--- src/rtl/bram_read_responder.sv ---
// BRAM-side server for the RD_START/RD_ADDR/RD_DATA/RD_DONE stream-instruction read handshake.
// Optional out-of-range address checking is compiled in with `define BRAM_RD_ADDR_CHECK_EN.
module bram_read_responder #(
  parameter int unsigned ADDR_W       = 10,
  parameter int unsigned MEM_WORDS    = 1024,
  parameter int unsigned BRAM_LATENCY = 1,
  parameter int unsigned DONE_PULSE   = 2
) (
  input  logic              clk,
  input  logic              rst,
  input  logic              RD_START,
  input  logic [31:0]       RD_ADDR,
  output logic [127:0]      RD_DATA,
  output logic              RD_DONE,
  output logic              bram_en,
  output logic [ADDR_W-1:0] bram_addr,
  input  logic [127:0]      bram_dout,
  output logic              busy,
  output logic              err_overrun,
  output logic              err_addr
);

  typedef enum logic [1:0] {StIdle, StWait, StSetup, StDone} stateT;

  stateT       state;
  logic        sync1, sync2, hist;
  logic        rdEvent;
  logic        pendValid;
  logic [31:0] pendAddr;
  logic [3:0]  cnt;
  logic        issue;
  logic [31:0] issueAddr;
  logic        addrBad;
  logic        badReq;

  assign rdEvent   = sync2 & ~hist;
  // A pending request always wins over a same-cycle new event; the event refills the slot.
  assign issue     = ~rst & (state == StIdle) & (rdEvent | pendValid);
  assign issueAddr = pendValid ? pendAddr : RD_ADDR;
  assign bram_en   = issue & ~addrBad;
  assign bram_addr = bram_en ? issueAddr[ADDR_W-1:0] : '0;
  assign busy      = (state != StIdle) | pendValid;

`ifdef BRAM_RD_ADDR_CHECK_EN
  assign addrBad = (issueAddr[31:ADDR_W] != '0) || (issueAddr >= 32'(MEM_WORDS));

  always_ff @(posedge clk) begin
    if (rst) begin
      err_addr <= 1'b0;
    end else if (issue && addrBad) begin
      err_addr <= 1'b1;
    end
  end
`else
  logic unusedBits;
  assign addrBad    = 1'b0;
  assign err_addr   = 1'b0;
  assign unusedBits = ^{issueAddr[31:ADDR_W], 32'(MEM_WORDS)};
`endif

  always_ff @(posedge clk) begin
    if (rst) begin
      sync1       <= 1'b0;
      sync2       <= 1'b0;
      hist        <= 1'b0;
      state       <= StIdle;
      cnt         <= '0;
      RD_DATA     <= '0;
      RD_DONE     <= 1'b0;
      pendValid   <= 1'b0;
      pendAddr    <= '0;
      badReq      <= 1'b0;
      err_overrun <= 1'b0;
    end else begin
      sync1 <= RD_START;
      sync2 <= sync1;
      hist  <= sync2;

      if (state == StIdle) begin
        if (pendValid) begin
          pendValid <= rdEvent;
          if (rdEvent) pendAddr <= RD_ADDR;
        end
      end else if (rdEvent) begin
        if (pendValid) begin
          err_overrun <= 1'b1;
        end else begin
          pendValid <= 1'b1;
          pendAddr  <= RD_ADDR;
        end
      end

      unique case (state)
        StIdle: begin
          if (issue) begin
            state  <= StWait;
            cnt    <= 4'(BRAM_LATENCY);
            badReq <= addrBad;
          end
        end
        StWait: begin
          if (cnt == 4'd1) begin
            state   <= StSetup;
            RD_DATA <= badReq ? '0 : bram_dout;
          end else begin
            cnt <= cnt - 4'd1;
          end
        end
        StSetup: begin
          // RD_DATA has been stable for a full cycle before RD_DONE rises.
          state   <= StDone;
          RD_DONE <= 1'b1;
          cnt     <= 4'(DONE_PULSE);
        end
        StDone: begin
          if (cnt == 4'd1) begin
            state   <= StIdle;
            RD_DONE <= 1'b0;
          end else begin
            cnt <= cnt - 4'd1;
          end
        end
        default: state <= StIdle;
      endcase
    end
  end

endmodule

--- config.mk ---
export PLATFORM = sky130hd
export DESIGN_NAME = bram_read_responder
export DESIGN_NICKNAME = d
export VERILOG_FILES = /design/src/rtl/bram_read_responder.sv
export SDC_FILE = /design/constraint.sdc
export NUM_CORES = 1
export LEC_CHECK = 0
export BUFFER_PORTS_ARGS = -buffer_cell sky130_fd_sc_hd__buf_2
export CORE_ASPECT_RATIO = 0.5
export CORE_MARGIN = 2
export CORE_UTILIZATION = 30
export CTS_CLUSTER_DIAMETER = 120
export DETAILED_ROUTE_END_ITERATION = 8
export GPL_TIMING_DRIVEN = 0
export PLACE_DENSITY = 0.67
export SYNTH_ARGS = -nofsm -noshare
export SYNTH_HDL_FRONTEND = slang
export SYNTH_SLANG_ARGS = --single-unit
--- constraint.sdc ---
create_clock -name clk -period 2.62 [get_ports clk]
set_clock_uncertainty 0.1 [all_clocks]
set_input_delay 0.262 -clock clk [delete_from_list [all_inputs] [get_ports clk]]
set_output_delay 0.262 -clock clk [all_outputs]
set_load 0.01 [all_outputs]
==> impl_metrics.tcl <==
set metrics [dict create \
    clockBufferDepth 2 \
    period_minus_slack_ns 2.402 \
    ys_types 27 \
    placed_cells 1210 \
    reg2reg_from "cnt[1]$_SDFFE_PP0P_" \
    synthSimpleGateAreaFrac 0.2226 \
    grt_pass1_vias 6229 \
    grt_first_pass_wirelength_um 30260 \
    rrSetupSlack_ns 0.40 \
    num_rows 35 \
    dieHeight_um 100.6 \
    outcome "finished clean" \
    slew_headroom 0.5387 \
    required_ns 2.26 \
    final_common_cell "buf_2" \
    avgSynthCellArea_sq_um 8.117 \
    hold_slack_ns 0.01620 \
    drtIter0Drc 307 \
    layout.cells.most_common_list "buf_2, nand2_1, dfxtp_1, a21oi_1, dlygate4sd3_1" \
    fin_nets 1283 \
    cp_max_fo 10 \
    synth_xor_area_frac 0.001566 \
    insertion_delay_ns 0.41 \
    grt_overflow_total 0 \
    synth-adder-area-share 0.01566 \
    ys_ff_latch 150 \
    powerDensity_nw_per_um2 588.8 \
    critPathCapture "bram_addr[7]" \
    clk_pin_slew_ns 0.06 \
    post-place-ws_ns 0.5288 \
    critical_path_class "reg2out" \
    vias 6295 \
    design_area_sq_um 9119 \
    io_pins 306 \
    grt_max_degree 17 \
    start_kind "flop" \
    ir_drop_v 0.0004145 \
    tightest_slew_ns 0.6920 \
    post-route-drc-count 0 \
    hpwl_um 13300 \
    rsz0062_at_grt "no" \
    routed_wl_um 19660 \
    antenna_found_initial 0 \
    cts_made_buffers 17 \
    critical_path_arrival_ns 2.04 \
    netlist_area_sq_um 5593 \
    cts_tree "done" \
    die_x_um 197.1 \
    fin_cells 1366 \
    cts_max_level 4 \
    netlist_instances 689 \
    worst_r2r_path_depth 8 \
    cp-startpoint "state[0]$_SDFFE_PP0P_" \
    maxSlewViolCount 0 \
    dpl_cell_area_sq_um 7300 \
    drive_above_1_share 0.3055 \
    root_buffer "clkbuf_16" \
    syn_nets 859 \
    grt.total_usage 0.1941 \
    synthMuxAreaShare 0.03937 \
    wire_per_inst_um 14.39 \
    synth_top_family_by_area "simple AND/OR/NAND/NOR gates" \
    cts.sinks 150 \
    antenna_cells 0 \
    finalHoldViolations 0 \
    yosysSeqAreaShare 0.5369 \
    core-area_sq_um 18350 \
    period_share 0.9167 \
    hp-class "in2reg" \
    end_kind "primary output" \
    hold_depth 3 \
    via_per_inst 4.608 \
    synth_warnings 0 \
    port-buffer-count 281 \
    postRouteAntennaNets 0 \
    worst_slack_ns 0.2182 \
    dieArea_sq_um 19820 \
    rr_endpoint "RD_DATA[113]$_SDFFE_PP0P_" \
    timing.fmax_mhz 416.4 \
    gp_congestion 0.8227 \
    synth_compound_area_frac 0.1327 \
    setup-tns-final_ns 0 \
    max_cap_viol_count 0 \
    initial_utilization 0.3048 \
    leakagePower_nw 3.977 \
    firstDrtPassIters 5 \
    setup_viol 0 \
    area_growth_pct 63.04 \
]
==> sequential cells by signal (all words and copies together) (netlist names) <==
name / flops
err_overrun: 1
RD_DONE: 1
cnt: 4
sync1: 1
RD_DATA: 128
pendAddr: 10
sync2: 1
hist: 1
state: 2
pendValid: 1
==> cells by family (layout without fill, tap and decap cells) <==
group | Yosys count | in the layout
adders and majority gates | 7 | 7
muxes | 22 | 22
DFF | 150 | 150
AOI/OAI and AO/OA | 142 | 142
buffers and inverters | 55 | 492
xor gates and xnor gates | 1 | 1
and+or+nand+nor | 311 | 311
other | 1 | 1
==> through the flow <==
| step | utilization | total power, mW |
|---|---|---|
| final | 0.4970 | 5.369 |
| after global routing | 0.4970 | 5.584 |
| after CTS | 0.4970 | 5.423 |
| after detailed placement | 0.3978 | 2.828 |
| after global placement | 0.3978 | 2.818 |
| after floorplan | - | 2.622 |
==> synthesized netlist by cell type, drive strengths merged <==
master / instances / area share
xor2: 1 / 0.0016
buf: 29 / 0.033
nor3b: 1 / 0.0022
nand2: 261 / 0.18
ha: 7 / 0.016
and2b: 1 / 0.0013
a211oi: 1 / 0.0013
o21ai: 2 / 0.0018
a211o: 1 / 0.0016
or3b: 1 / 0.0016
or4: 2 / 0.0027
nand2b: 5 / 0.0069
nor2: 31 / 0.023
nor2b: 4 / 0.0045
conb: 1 / 0.00067
inv: 6 / 0.0040
dfxtp: 150 / 0.54
o221ai: 2 / 0.0063
nor3: 4 / 0.0036
a21oi: 136 / 0.12
clkbuf: 20 / 0.013
and2: 1 / 0.0011
mux2i: 22 / 0.039
==> routing by layer <==
metal	GRT usage	wire, um	vias up
met5	0	0	-
met4	0.1174	921	0
met3	0.04784	755	80
met2	0.3468	10060	199
met1	0.2120	7914	2938
li1	-	-	3078
==> timing repair <==
action / in CTS / in global routing
buffers inserted: 0 / 0
endpoints found under the hold margin: 124 / 0
hold buffers: 124 / 0
resized for setup: 0 / 0
==> worst max-delay path: stages, from the launching register on <==
cell,delay [ns]
dfxtp_1,0.41
inv_1,0.12
ha_1,0.33
nand2_1,0.12
clkbuf_1,0.37
nor2_1,0.12
buf_2,0.16
==> power by group <==
group	internal, mW	total [mW]	switching, mW
Combinational	0.309	0.589	0.281
Sequential	2.32	2.35	0.0261
Clock	1.42	2.43	1.01
Total	4.05	5.37	1.32
==> worst min-delay path by stage <==
stage,start,to,slack [ns]
3_3_place_gp,sync1$_SDFF_PP0_,sync2$_SDFF_PP0_,0.33
6_report,bram_dout[90],RD_DATA[90]$_SDFFE_PP0P_,0.02
2_1_floorplan,RD_START,sync1$_SDFF_PP0_,0.29
3_5_place_dp,sync1$_SDFF_PP0_,sync2$_SDFF_PP0_,0.32
5_1_grt,RD_ADDR[0],pendAddr[0]$_SDFFE_PP0P_,0.006
4_1_cts,bram_dout[30],RD_DATA[30]$_SDFFE_PP0P_,0.002
==> final cells by class <==
class	count	area (sq um)
clock buffers	20	436.7
inverters	6	22.52
flip-flops and latches	150	3003
well taps	240	300.3
plain buffers	49	260.3
clock inverters	12	141.4
repair buffers	405	2648
fillers	1648	9230
multi-input cells	484	2307
(Power assumes the default switching activity.)
